--- src/rtl/led_rr_arbiter_pkg.sv ---
// Shared LED arbitration package.
//   LED_W      default LED bank width
//   state_e    arbiter FSM states
//   next_index round-robin search helper, reusable by other arbiters (<= MAX_REQ requesters)
package led_pkg;

  localparam int unsigned LED_W   = 5;
  localparam int unsigned MAX_REQ = 8;

  typedef enum logic {
    ST_IDLE,
    ST_HOLD
  } state_e;

  typedef struct packed {
    logic       found;
    logic [2:0] idx;
  } rr_pick_t;

  // Search starts at last+1 and wraps, so the previous winner is considered last.
  function automatic rr_pick_t next_index(input logic [MAX_REQ-1:0] req,
                                          input logic [2:0]         last,
                                          input int unsigned        n);
    rr_pick_t    pick;
    int unsigned cand;
    pick = '0;
    for (int unsigned k = 1; k <= MAX_REQ; k++) begin
      cand = 32'(last) + k;
      if (cand >= n) cand = cand - n;
      if (k <= n && !pick.found && req[3'(cand)]) begin
        pick.found = 1'b1;
        pick.idx   = 3'(cand);
      end
    end
    return pick;
  endfunction

endpackage

--- src/rtl/led_rr_arbiter_if.sv ---
// Requester/LED bus of the round-robin LED arbiter.
//   req  per-requester level request
//   pat  patterns, requester i at [i*LED_W +: LED_W]
//   gnt  one-hot grant (registered)
//   leds driven LED pattern (registered)
// master = requester side, slave = arbiter side.
interface led_rr_arbiter_if
  import led_pkg::*;
#(
  parameter int unsigned NREQ  = 4,
  parameter int unsigned LED_W = led_pkg::LED_W
);

  logic [NREQ-1:0]       req;
  logic [NREQ*LED_W-1:0] pat;
  logic [NREQ-1:0]       gnt;
  logic [LED_W-1:0]      leds;

  modport master (output req, output pat, input gnt, input leds);
  modport slave  (input req, input pat, output gnt, output leds);

endinterface

--- src/rtl/led_rr_arbiter_tick_gen.sv ---
// Free-running prescaler: pulses tick for one cycle every PRESC clocks.
//   clk   system clock
//   rstn  synchronous active-low reset
//   tick  registered pulse, high while the count sits at PRESC-1
module tick_gen
  import led_pkg::*;
#(
  parameter int unsigned PRESC = 3000000
) (
  input  logic clk,
  input  logic rstn,
  output logic tick
);

  localparam int unsigned CW = (PRESC < 2) ? 1 : $clog2(PRESC);

  logic [CW-1:0] cnt;

  // tick is registered, so it is raised one count early to line up with PRESC-1.
  always_ff @(posedge clk) begin
    if (!rstn) begin
      cnt  <= '0;
      tick <= 1'b0;
    end else begin
      cnt  <= (cnt == CW'(PRESC - 1)) ? '0 : cnt + CW'(1);
      tick <= (cnt == CW'(PRESC - 2));
    end
  end

endmodule

--- src/rtl/led_rr_arbiter.sv ---
// Round-robin owner of the LED bank.
//   clk   system clock
//   rstn  synchronous active-low reset
//   bus   slave side of led_rr_arbiter_if (req/pat in, gnt/leds out)
//   tick  dwell-tick pulse, exported for observability
// A grant lasts DWELL ticks or until the holder drops req; release and
// re-arbitration happen in the same cycle, so there is no idle bubble.
module led_rr_arbiter
  import led_pkg::*;
#(
  parameter int unsigned NREQ  = 4,
  parameter int unsigned LED_W = led_pkg::LED_W,
  parameter int unsigned PRESC = 3000000,
  parameter int unsigned DWELL = 4
) (
  input  logic              clk,
  input  logic              rstn,
  led_rr_arbiter_if.slave   bus,
  output logic              tick
);

  localparam int unsigned DW = $clog2(DWELL + 1);

  state_e               st_q, st_n;
  logic [NREQ-1:0]      gnt_q, gnt_n;
  logic [LED_W-1:0]     leds_q, leds_n;
  logic [2:0]           gidx_q, gidx_n;
  logic [2:0]           last_q, last_n;
  logic [DW-1:0]        dwell_q, dwell_n;
  logic [MAX_REQ-1:0]   req_ext;
  rr_pick_t             pick;
  logic                 arb;

  tick_gen #(.PRESC(PRESC)) u_tick (
    .clk  (clk),
    .rstn (rstn),
    .tick (tick)
  );

  function automatic logic [LED_W-1:0] pat_of(input logic [NREQ*LED_W-1:0] p,
                                               input logic [2:0]            idx);
    logic [LED_W-1:0] r;
    r = '0;
    for (int unsigned i = 0; i < NREQ; i++)
      if (idx == 3'(i)) r = p[i*LED_W +: LED_W];
    return r;
  endfunction

  always_comb begin
    req_ext           = '0;
    req_ext[NREQ-1:0] = bus.req;
  end

  always_comb begin
    st_n    = st_q;
    gnt_n   = gnt_q;
    leds_n  = leds_q;
    gidx_n  = gidx_q;
    last_n  = last_q;
    dwell_n = dwell_q;
    arb     = 1'b0;
    pick    = next_index(req_ext, last_q, NREQ);

    unique case (st_q)
      ST_IDLE: begin
        gnt_n  = '0;
        leds_n = '0;
        arb    = |bus.req;
      end
      ST_HOLD: begin
        leds_n = pat_of(bus.pat, gidx_q);
        if (tick) dwell_n = dwell_q - DW'(1);
        // Drop and expiry in the same cycle collapse into one release.
        arb = !req_ext[gidx_q] || (tick && dwell_q == DW'(1));
      end
      default: ;
    endcase

    if (arb) begin
      if (pick.found) begin
        st_n    = ST_HOLD;
        gidx_n  = pick.idx;
        last_n  = pick.idx;
        gnt_n   = NREQ'(1) << pick.idx;
        leds_n  = pat_of(bus.pat, pick.idx);
        dwell_n = DW'(DWELL);
      end else begin
        st_n    = ST_IDLE;
        gnt_n   = '0;
        leds_n  = '0;
        dwell_n = '0;
      end
    end
  end

  always_ff @(posedge clk) begin
    if (!rstn) begin
      st_q    <= ST_IDLE;
      gnt_q   <= '0;
      leds_q  <= '0;
      gidx_q  <= '0;
      last_q  <= 3'(NREQ - 1);
      dwell_q <= '0;
    end else begin
      st_q    <= st_n;
      gnt_q   <= gnt_n;
      leds_q  <= leds_n;
      gidx_q  <= gidx_n;
      last_q  <= last_n;
      dwell_q <= dwell_n;
    end
  end

  assign bus.gnt  = gnt_q;
  assign bus.leds = leds_q;

endmodule
--- src/flat_wrapper.sv ---
// flat-port wrapper written by rule: the top's interface ports become plain ports
module led_rr_arbiter_flat import led_pkg::*;
#(
  parameter int unsigned NREQ  = 4,
  parameter int unsigned LED_W = led_pkg::LED_W,
  parameter int unsigned PRESC = 3000000,
  parameter int unsigned DWELL = 4
)
  (clk, rstn, tick, bus_req, bus_pat, bus_gnt, bus_leds);
  led_rr_arbiter_if #(.NREQ(NREQ), .LED_W(LED_W)) bus_i ();
  input  logic clk;
  input  logic rstn;
  output logic tick;
  input wire logic [$bits(bus_i.req)-1:0] bus_req;
  input wire logic [$bits(bus_i.pat)-1:0] bus_pat;
  output wire logic [$bits(bus_i.gnt)-1:0] bus_gnt;
  output wire logic [$bits(bus_i.leds)-1:0] bus_leds;
  assign bus_i.req = bus_req;
  assign bus_i.pat = bus_pat;
  assign bus_gnt = bus_i.gnt;
  assign bus_leds = bus_i.leds;
  led_rr_arbiter #(.NREQ(NREQ), .LED_W(LED_W), .PRESC(PRESC), .DWELL(DWELL)) u_core (.clk(clk), .rstn(rstn), .bus(bus_i), .tick(tick));
endmodule
--- config.mk ---
export PLATFORM = sky130hd
export DESIGN_NAME = led_rr_arbiter_flat
export DESIGN_NICKNAME = d
export VERILOG_FILES = /design/src/rtl/led_rr_arbiter_pkg.sv /design/src/rtl/led_rr_arbiter_if.sv /design/src/rtl/led_rr_arbiter_tick_gen.sv /design/src/rtl/led_rr_arbiter.sv /design/src/flat_wrapper.sv
export SDC_FILE = /design/constraint.sdc
export NUM_CORES = 1
export LEC_CHECK = 0
export CORE_MARGIN = 1.5
export CORE_UTILIZATION = 25
export DETAILED_ROUTE_END_ITERATION = 8
export HOLD_SLACK_MARGIN = 0.15
export PLACE_DENSITY_LB_ADDON = 0.1
export REMOVE_ABC_BUFFERS = 1
export SYNTH_ARGS = -nofsm -noshare
export SYNTH_HDL_FRONTEND = slang
export SYNTH_SLANG_ARGS = --single-unit
--- constraint.sdc ---
create_clock -name clk -period 6.3 [get_ports clk]
set_input_delay 1.26 -clock clk [delete_from_list [all_inputs] [get_ports clk]]
set_output_delay 1.26 -clock clk [all_outputs]
set_load 0.01 [all_outputs]
==> impl_metrics.env, run 1 <==
export IMPL_outcome="finished clean"
export IMPL_detailed_routing_iterations_pass_1=4
export IMPL_clkSinkCount=41
export IMPL_antenna_cells=0
export IMPL_y_dimension_of_the_die_um=102.1
export IMPL_leakage_nw=1.123
export IMPL_placementRows=35
export IMPL_worst_hold_path_endpoint="u_core.bus.gnt[2]"
export IMPL_path_class="register to register"
export IMPL_dp_cells=439
export IMPL_synthesis_yosys_warnings=0
export IMPL_core_mm2=0.009371
export IMPL_tightestPinTransition_ns=0.9586
export IMPL_areaGrowthSynthToFinish_pct=21.51
export IMPL_synthTopCellsByArea="sky130_fd_sc_hd__dfxtp_1 (33%), sky130_fd_sc_hd__nor2_1 (6.3%), sky130_fd_sc_hd__xor2_1 (5.7%), sky130_fd_sc_hd__mux2i_1 (4.5%), sky130_fd_sc_hd__mux4_2 (3.7%)"
export IMPL_finish_instance_area_mm2=0.002983
export IMPL_synth_cells=291
export IMPL_place_gp_congestion=0.8516
export IMPL_routed_wl_um=6711
export IMPL_timing_critical_path_from_type="register"
export IMPL_r2r_worst_path_cells=8
export IMPL_cell_area_after_synthesis_mm2=0.002455
export IMPL_finish_cell_count_without_fillers=447
export IMPL_critical_path_slowest_cell="sky130_fd_sc_hd__dfxtp_1"
export IMPL_yosys_most_used_dff="sky130_fd_sc_hd__dfxtp_1"
export IMPL_insertion_delay_ns=0.30
export IMPL_hpwl_um=4769
export IMPL_final_max_slew_viol_count=0
export IMPL_clockRootBuffer="sky130_fd_sc_hd__clkbuf_8"
export IMPL_portBuffers=35
export IMPL_max_clock_path_buffers=2
export IMPL_syn_avg_cell_area_um2=8.436
export IMPL_ff2ff_setup_slack_ns=2.39
export IMPL_count_of_different_cell_masters_after_synthesis=53
export IMPL_grt_max_degree=21
export IMPL_clock_fmax_mhz=255.5
export IMPL_drtAntennaViolNets=0
export IMPL_timing_hold_violations_final=0
export IMPL_min_delay_path_class="register to register"
export IMPL_placement_cell_area_mm2=0.002893
export IMPL_top_level_ports=36
export IMPL_fp_dieArea_mm2=0.01042
export IMPL_skew_ns=0.005990
export IMPL_fillerInstances=1024
export IMPL_remaining_drc_errors=0
export IMPL_cts_inserted_buffers=5
export IMPL_p_int_w=0.0005865
export IMPL_layout_setup_ws_ns=2.386
export IMPL_holdCritStartpoint="u_core.bus.gnt[2]"
export IMPL_final_nets=349
export IMPL_drive_gt1_share_pct=6.918
export IMPL_cts_repair_resize_count=0
export IMPL_cts_setup_buffers=0
export IMPL_pre_cts_slack_ns=2.160
export IMPL_grt_pass1_vias=2111
export IMPL_total_routing_usage_reported_by_global_routing_pct=13.41
export IMPL_seqCellArea_um2=820.8
export IMPL_cts_hold_buffers_added=0
export IMPL_rr_startpoint="u_core.last_q[0]"
export IMPL_first_pass_grt_wire_length_um=10760
export IMPL_power_switching_w=0.0003939
export IMPL_multi_input_comb_area_mm2=0.001515
export IMPL_globalRouteOverflowTotal=0
export IMPL_power_combinational_fraction_pct=45.8
export IMPL_critPathMaxFanout=19
export IMPL_synth_async_sr_flop_share_pct=0
export IMPL_cell_pwr_density_mw_per_mm2=328.7
export IMPL_peakVddDrop_uv=91.41
export IMPL_seq_power_share_pct=35.6
export IMPL_critPathCaptureType="register"
export IMPL_rsz_0062_raised_after_global_routing="false"
export IMPL_endpoint_required_time_on_the_critical_path_ns=6.48
export IMPL_grt_antenna_before_repair=0
export IMPL_tritoncts_clock_tree="done"
export IMPL_vias=2167
export IMPL_crit_chain="clkinv_1 -> ha_1 -> mux4_2 -> nand2_1 -> o31a_1 -> o21a_1 -> mux2i_1 -> o211ai_1"
export IMPL_synth_seq_cells=41
export IMPL_routed_length_per_instance_um=15.01
export IMPL_drt_first_iter_violations=69
export IMPL_timing_max_slew_rel_slack_pct=36.09
export IMPL_maxCapViolCount=0
export IMPL_critical_path_reg2reg_endpoint="u_core.bus.leds[0]"
export IMPL_data_arrival_time_at_the_worst_slack_endpoint_ns=4.10
export IMPL_floorplan_initialDensity_pct=26.19
export IMPL_clkPwrFrac_pct=18.6
export IMPL_yosys_area_top_type="sky130_fd_sc_hd__dfxtp_1"
export IMPL_vias_per_cell=4.848
export IMPL_min_period_over_period_pct=62.13
export IMPL_die_width_um=102.1
export IMPL_synth_seq_area_share_pct=33.44
export IMPL_synth_top_area_share_pct=33.44
export IMPL_cts_clk_slew_worst_paths_ns=0.09
export IMPL_fraction_of_power_spent_switching_nets_pct=40.17
export IMPL_finalSetupViolCount=0
export IMPL_timing_hold_worst_path_depth=2
export IMPL_cpPeakStageDelay_ns=0.79
export IMPL_synth_edff_count=0
export IMPL_final_period_demand_of_the_worst_path_ns=3.914
export IMPL_setup_tns_final_ns=0
export IMPL_htree_num_levels=2
layout make-up:
cell class / instances / area share (%)
Timing Repair Buffer: 36 / 12.00
Clock buffer: 5 / 2.307
Sequential cell: 41 / 27.52
Multi-Input combinational cell: 223 / 50.80
Inverter: 10 / 1.258
Clock inverter: 3 / 0.7131
Tap cell: 129 / 5.411
Yosys cell counts, drive strengths merged (2+ instances only):
cell,n
a21o,2
a21oi,8
a22o,2
and2,4
and3,7
and4,4
buf,8
clkbuf,9
dfxtp,41
ha,6
inv,9
mux2,3
mux2i,11
mux4,4
nand2,22
nand2b,3
nand3,16
nand3b,2
nand4,2
nor2,41
nor2b,4
nor3,4
nor4,2
o211a,4
o211ai,12
o21a,3
o21ai,12
o221ai,4
o2bb2ai,5
or2,3
or3,2
xnor2,3
xor2,16
layer usage:
layer  vias up  part of all wire, %  GRT usage [%]
met4         0                  1.1          3.793
li1       1094                    -              -
met5         -                    0              0
met3         8                  6.1          3.420
met1      1015                   45          16.47
met2        50                   47          23.18
state kept, by name, indices dropped and copies added (netlist names):
name / flops
u_core.u_tick.tick: 1
u_core.dwell_q: 3
u_core.bus.leds: 5
u_core.bus.gnt: 4
u_core.st_q: 1
u_core.gidx_q: 2
u_core.u_tick.cnt: 22
u_core.last_q: 3
metrics by stage:
stage	util, %	total power (W)	hold slack [ns]
after detailed placement	30.87	0.0008051	0.4547
final	31.83	0.0009804	0.4706
after global placement	30.87	0.0008090	0.4574
after floorplan	-	0.0006481	0.4485
after global routing	31.83	0.001049	0.4866
after CTS	31.83	0.0009946	0.4743
logic make-up (layout without fill, tap and decap cells):
family | count (synthesis) | count (layout) | synth area share, %
DFF | 41 | 41 | 33.44
and+or+nand+nor | 117 | 117 | 23.39
buffers and inverters | 27 | 54 | 4.841
xor gates and xnor gates | 19 | 19 | 6.779
muxes | 18 | 18 | 9.531
adders and majority gates | 6 | 6 | 3.058
AOI/OAI and AO/OA | 63 | 63 | 18.96
power groups by stage:
stage	logic [W]	clock network (W)	registers, W
after floorplan	0.000300	0	0.000348
after global placement	0.000451	0	0.000358
after detailed placement	0.000449	0	0.000356
after CTS	0.000452	0.000192	0.000351
after global routing	0.000491	0.000201	0.000357
final	0.000449	0.000182	0.000349
cells in the final DEF (no fill, tap or decap), drive strengths merged, types with 5 or more instances in the layout:
cell type	instances
a21oi	8
o2bb2ai	5
nand3	16
nor2	41
o211ai	12
ha	6
o21ai	12
xor2	16
inv	10
clkbuf	5
and3	7
dfxtp	41
nand2	22
clkdlybuf4s50	35
mux2i	11
critical path, delay by kind of cell (launching register included):
| kind | cells | cell delay (ns) |
|---|---|---|
| adder cells (fa/ha/maj) | 1 | 0.61 |
| flip-flops | 1 | 0.79 |
| AND/OR/NAND/NOR | 1 | 0.10 |
| buffers and inverters | 1 | 0.47 |
| multiplexers | 2 | 0.82 |
| AO/OA/AOI/OAI | 3 | 1.00 |
worst max path at each step:
stage / startpoint / slack (ns) / cells after the start / end
floorplan: u_core.last_q[0] / 3.12 / 8 / u_core.bus.leds[0]
global placement: bus_req[3] / 2.19 / 7 / u_core.bus.leds[2]
detailed placement: bus_req[3] / 2.16 / 7 / u_core.bus.leds[2]
CTS: u_core.last_q[0] / 2.38 / 7 / u_core.bus.leds[0]
global route: u_core.last_q[0] / 2.03 / 7 / u_core.bus.leds[3]
finish: u_core.last_q[0] / 2.39 / 8 / u_core.bus.leds[0]
Power figures use the tool's default switching activity.
==> inputs of run 2 (changes only) <==
- clock period: 6.3 -> 3.85 ns (I/O delays scaled with it)
==> run 2 against run 1 <==
- sequential cell count stayed put
- register-to-register slack worse by 1.6 ns
- critical path depth is 1 lower
- critical path type is now input pin to register
- highest routed layer unchanged
==> impl_metrics.env, run 2 (synthesis results as in run 1) <==
export IMPL_outcome="finished clean"
export IMPL_fillerInstances=1031
export IMPL_largest_register_ffs=22
export IMPL_portBuffers=35
export IMPL_most_common_layout_cells="sky130_fd_sc_hd__nor2_1 (41), sky130_fd_sc_hd__dfxtp_1 (41), sky130_fd_sc_hd__clkdlybuf4s50_1 (35)"
export IMPL_critPathCaptureType="register"
export IMPL_remaining_drc_errors=0
export IMPL_drive_gt1_share_pct=8.050
export IMPL_critPathMaxFanout=14
export IMPL_finish_instance_area_mm2=0.003047
export IMPL_clkPwrFrac_pct=21.5
export IMPL_clkSinkCount=41
export IMPL_cts_hold_buffers_added=0
export IMPL_min_delay_path_class="register to register"
export IMPL_globalRouteOverflowTotal=0
export IMPL_routed_wl_um=6486
export IMPL_grt_antenna_before_repair=0
export IMPL_placementRows=35
export IMPL_cpPeakStageDelay_ns=0.59
export IMPL_grt_max_degree=21
export IMPL_registers_top_by_ff_count="u_core.u_tick.cnt"
export IMPL_top_level_ports=36
export IMPL_tightestPinTransition_ns=0.5466
export IMPL_drtAntennaViolNets=0
export IMPL_dp_cells=444
export IMPL_max_clock_path_buffers=2
export IMPL_p_int_w=0.001073
export IMPL_place_gp_congestion=0.7562
export IMPL_cell_pwr_density_mw_per_mm2=561.5
export IMPL_areaGrowthSynthToFinish_pct=24.11
export IMPL_timing_hold_worst_path_depth=2
export IMPL_seq_power_share_pct=31.2
export IMPL_final_nets=354
export IMPL_detailed_routing_iterations_pass_1=4
export IMPL_cts_clk_slew_worst_paths_ns=0.09
export IMPL_core_mm2=0.009371
export IMPL_vias_per_cell=4.799
export IMPL_skew_ns=0.01264
export IMPL_path_class="input pin to register"
export IMPL_first_pass_grt_wire_length_um=10930
export IMPL_crit_path_start="bus_req[3]"
export IMPL_peakVddDrop_uv=224.6
export IMPL_rsz_0062_raised_after_global_routing="false"
export IMPL_placement_cell_area_mm2=0.002930
export IMPL_leakage_nw=1.161
export IMPL_total_routing_usage_reported_by_global_routing_pct=13.33
export IMPL_setup_tns_final_ns=0
export IMPL_rr_startpoint="u_core.last_q[0]"
export IMPL_fp_dieArea_mm2=0.01042
export IMPL_timing_max_slew_rel_slack_pct=63.22
export IMPL_clock_fmax_mhz=323.6
export IMPL_cts_setup_buffers=0
export IMPL_timing_critical_path_from_type="input pin"
export IMPL_r2r_worst_path_cells=8
export IMPL_grt_pass1_vias=2231
export IMPL_floorplan_initialDensity_pct=26.19
export IMPL_cts_inserted_buffers=5
export IMPL_finalSetupViolCount=0
export IMPL_fraction_of_power_spent_switching_nets_pct=37.30
export IMPL_clockRootBuffer="sky130_fd_sc_hd__clkbuf_8"
export IMPL_finish_cell_count_without_fillers=452
export IMPL_y_dimension_of_the_die_um=102.1
export IMPL_power_switching_w=0.0006380
export IMPL_final_period_demand_of_the_worst_path_ns=3.090
export IMPL_holdCritStartpoint="u_core.bus.gnt[1]"
export IMPL_htree_num_levels=2
export IMPL_endpoint_required_time_on_the_critical_path_ns=4.08
export IMPL_power_combinational_fraction_pct=47.3
export IMPL_tritoncts_clock_tree="done"
export IMPL_routed_length_per_instance_um=14.35
export IMPL_vias=2169
export IMPL_antenna_cells=0
export IMPL_crit_chain="clkdlybuf4s50_1 -> mux4_2 -> o2111a_2 -> or2_4 -> nor3_2 -> nand2b_1 -> o211ai_1"
export IMPL_final_max_slew_viol_count=0
export IMPL_min_period_over_period_pct=80.27
export IMPL_insertion_delay_ns=0.30
export IMPL_hpwl_um=4660
export IMPL_final_worst_hold_slack_ns=0.4632
export IMPL_timing_hold_violations_final=0
export IMPL_cts_repair_resize_count=0
export IMPL_maxCapViolCount=0
export IMPL_drt_first_iter_violations=64
export IMPL_data_arrival_time_at_the_worst_slack_endpoint_ns=3.32
export IMPL_die_width_um=102.1
export IMPL_critical_path_slowest_cell="sky130_fd_sc_hd__clkdlybuf4s50_1"
[run 2: area by class of cell]
| cell class | count | area [um^2] | area share (%) |
|---|---|---|---|
| clock buffers | 7 | 86.33 | 2.834 |
| clock inverters | 1 | 30.03 | 0.9856 |
| inverters | 10 | 37.54 | 1.232 |
| multi-input cells | 223 | 1515 | 49.73 |
| flip-flops and latches | 41 | 820.8 | 26.94 |
| well taps | 129 | 161.4 | 5.298 |
| repair buffers | 41 | 395.4 | 12.98 |
[run 2: stage by stage]
step           total power (W)  utilization [%]  worst slack, ns
3_5_place_dp          0.001356            31.27           0.4092
4_1_cts               0.001735            32.51           0.7482
6_report              0.001711            32.51           0.7596
3_3_place_gp          0.001365            31.27           0.4135
2_1_floorplan         0.001060                -           0.6704
5_1_grt               0.001840            32.51           0.6158
[run 2: worst paths after layout]
kind | endpoint | slack, ns
worst max-delay path | u_core.bus.leds[3] | 0.76
worst min-delay path | u_core.bus.gnt[1] | 0.46
worst max register to register | u_core.bus.leds[3] | 0.83
worst min register to register | u_core.bus.gnt[1] | 0.46
[run 2: routing by layer]
metal	routed length, um	vias to the layer above	GRT usage (%)	share of wire, %
li1	-	1106	-	-
met1	3014	1010	16.00	46
met2	3004	47	23.13	46
met3	371	6	3.830	5.7
met4	95	0	3.899	1.5
met5	0	-	0	0
[run 2: worst max-delay path, delay by kind of cell]
family / cells / cell delay, ns
and+or+nand+nor: 3 / 0.87
muxes: 1 / 0.56
AOI/OAI and AO/OA: 2 / 0.52
buffers and inverters: 1 / 0.59
[run 2: power by group through the flow]
stage	sequential, W	clock, W	combinational (W)
detailed placement	0.000543	0	0.000813
global placement	0.000544	0	0.000821
finish	0.000534	0.000367	0.000809
global route	0.000543	0.000400	0.000898
floorplan	0.000570	0	0.000490
CTS	0.000535	0.000385	0.000815
==> inputs of run 3 (changes only) <==
- clock period: 3.85 -> 2.8 ns (I/O delays scaled with it)
==> run 3 against run 2 <==
- combinational power rose by 64%
- highest routed layer unchanged
- core utilization rose by 1.6 points
- sequential power rose by 32%
- die area did not move
- clock skew fell by 0.0081 ns
- register-to-register slack got worse by 0.65 ns
- clock-buffer cell count fell by 1
- largest cell class unchanged
- power rose by 47%
==> impl_metrics.env, run 3 (synthesis results as in run 1) <==
export IMPL_fp_dieArea_mm2=0.01042
export IMPL_final_nets=375
export IMPL_rr_startpoint="u_core.last_q[0]"
export IMPL_grt_antenna_before_repair=0
export IMPL_most_common_layout_cells="sky130_fd_sc_hd__nor2_1 (41), sky130_fd_sc_hd__dfxtp_1 (41), sky130_fd_sc_hd__clkdlybuf4s50_1 (35)"
export IMPL_place_gp_congestion=0.7864
export IMPL_tritoncts_clock_tree="done"
export IMPL_finalSetupViolCount=0
export IMPL_placementRows=35
export IMPL_portBuffers=35
export IMPL_total_routing_usage_reported_by_global_routing_pct=14.07
export IMPL_maxCapViolCount=0
export IMPL_holdCritStartpoint="u_core.bus.gnt[1]"
export IMPL_insertion_delay_ns=0.29
export IMPL_drtAntennaViolNets=0
export IMPL_drive_gt1_share_pct=13.66
export IMPL_y_dimension_of_the_die_um=102.1
export IMPL_grt_pass1_vias=2291
export IMPL_rsz_0062_raised_after_global_routing="false"
export IMPL_antenna_cells=0
export IMPL_clock_fmax_mhz=382.1
export IMPL_timing_critical_path_from_type="register"
export IMPL_floorplan_initialDensity_pct=26.19
export IMPL_top_level_ports=36
export IMPL_vias_per_cell=4.715
export IMPL_core_mm2=0.009371
export IMPL_drt_first_iter_violations=67
export IMPL_clockRootBuffer="sky130_fd_sc_hd__clkbuf_8"
export IMPL_data_arrival_time_at_the_worst_slack_endpoint_ns=2.79
export IMPL_areaGrowthSynthToFinish_pct=30.33
export IMPL_clkSinkCount=41
export IMPL_cts_hold_buffers_added=0
export IMPL_endpoint_required_time_on_the_critical_path_ns=2.97
export IMPL_cts_clk_slew_worst_paths_ns=0.08
export IMPL_cts_setup_buffers=0
export IMPL_die_width_um=102.1
export IMPL_htree_num_levels=2
export IMPL_routed_wl_um=6858
export IMPL_timing_max_slew_rel_slack_pct=67.55
export IMPL_skew_ns=0.004486
export IMPL_max_clock_path_buffers=2
export IMPL_globalRouteOverflowTotal=0
export IMPL_vias=2230
export IMPL_final_period_demand_of_the_worst_path_ns=2.617
export IMPL_leakage_nw=1.260
export IMPL_cts_inserted_buffers=5
export IMPL_critPathCaptureType="register"
export IMPL_peakVddDrop_uv=229.4
export IMPL_tightestPinTransition_ns=0.4850
export IMPL_detailed_routing_iterations_pass_1=4
export IMPL_hpwl_um=5070
export IMPL_min_period_over_period_pct=93.46
export IMPL_pre_cts_slack_ns=-0.07472
export IMPL_setup_tns_final_ns=0
export IMPL_registers_top_by_ff_count="u_core.u_tick.cnt"
export IMPL_min_delay_path_class="register to register"
export IMPL_timing_hold_violations_final=0
export IMPL_outcome="finished clean"
export IMPL_final_max_slew_viol_count=0
export IMPL_grt_max_degree=21
export IMPL_critPathMaxFanout=8
export IMPL_crit_path_start="u_core.last_q[0]"
export IMPL_cell_pwr_density_mw_per_mm2=786.3
export IMPL_path_class="register to register"
export IMPL_final_worst_hold_slack_ns=0.4717
export IMPL_remaining_drc_errors=0
export IMPL_first_pass_grt_wire_length_um=11480
export IMPL_layout_setup_ws_ns=0.1831
export IMPL_cts_repair_resize_count=0
export IMPL_largest_register_ffs=22
export IMPL_layout_core_utilization_pct=34.14
export IMPL_routed_length_per_instance_um=14.50
[run 3: cell types whose count changed in the layout (fill, tap and decap cells not counted), sizes merged]
| cell | change |
|---|---|
| clkinv | +1 |
| clkbuf | -1 |
| buf | +21 |
[run 3: final timing paths]
check / slack [ns] / end / cells past startpoint
worst max-delay path: 0.18 / u_core.bus.leds[1] / 9
worst min-delay path: 0.47 / u_core.bus.gnt[1] / 2
worst max register to register: 0.18 / u_core.bus.leds[1] / 9
worst min register to register: 0.47 / u_core.bus.gnt[1] / 2
[run 3: metal layers]
layer	GRT usage, %	up-vias	share of wire [%]
li1	-	1145	-
met1	18.06	1027	47
met2	23.74	49	47
met3	2.941	9	4.8
met4	4.215	0	1.5
met5	0	-	0
[run 3: report_power, final]
part	switching [W]	internal [W]	total, W
Combinational	0.000665	0.000661	0.00133
Clock	0.000216	0.000268	0.000484
Sequential	0.0000413	0.000664	0.000705
Total	0.000923	0.00159	0.00252
[run 3: area by class of cell]
cell class                      instances  area [um^2]
Clock inverter                          2        38.79
Multi-Input combinational cell        223         1515
Sequential cell                        41        820.8
Timing Repair Buffer                   62        553.0
Fill cell                            1007         6172
Clock buffer                            6        72.57
Tap cell                              129        161.4
Inverter                               10        37.54
[run 3: through the flow]
stage / area [um^2] / instances / power, W
6_report: 3199 / 473 / 0.002516
5_1_grt: 3199 / 473 / 0.002710
4_1_cts: 3199 / 473 / 0.002555
3_5_place_dp: 3088 / 465 / 0.002044
3_3_place_gp: 3088 / 465 / 0.002062
2_1_floorplan: 2374 / 274 / 0.001458
[run 3: worst max-delay path, cell delays in order (launching register included)]
cell and delay, ns:
sky130_fd_sc_hd__dfxtp_1 0.34, sky130_fd_sc_hd__clkinv_1 0.08, sky130_fd_sc_hd__ha_1 0.48, sky130_fd_sc_hd__mux4_2 0.59, sky130_fd_sc_hd__nand2_1 0.11, sky130_fd_sc_hd__o31a_1 0.22, sky130_fd_sc_hd__o21a_1 0.18, sky130_fd_sc_hd__buf_4 0.16
sky130_fd_sc_hd__mux2i_1 0.23, sky130_fd_sc_hd__o211ai_1 0.10
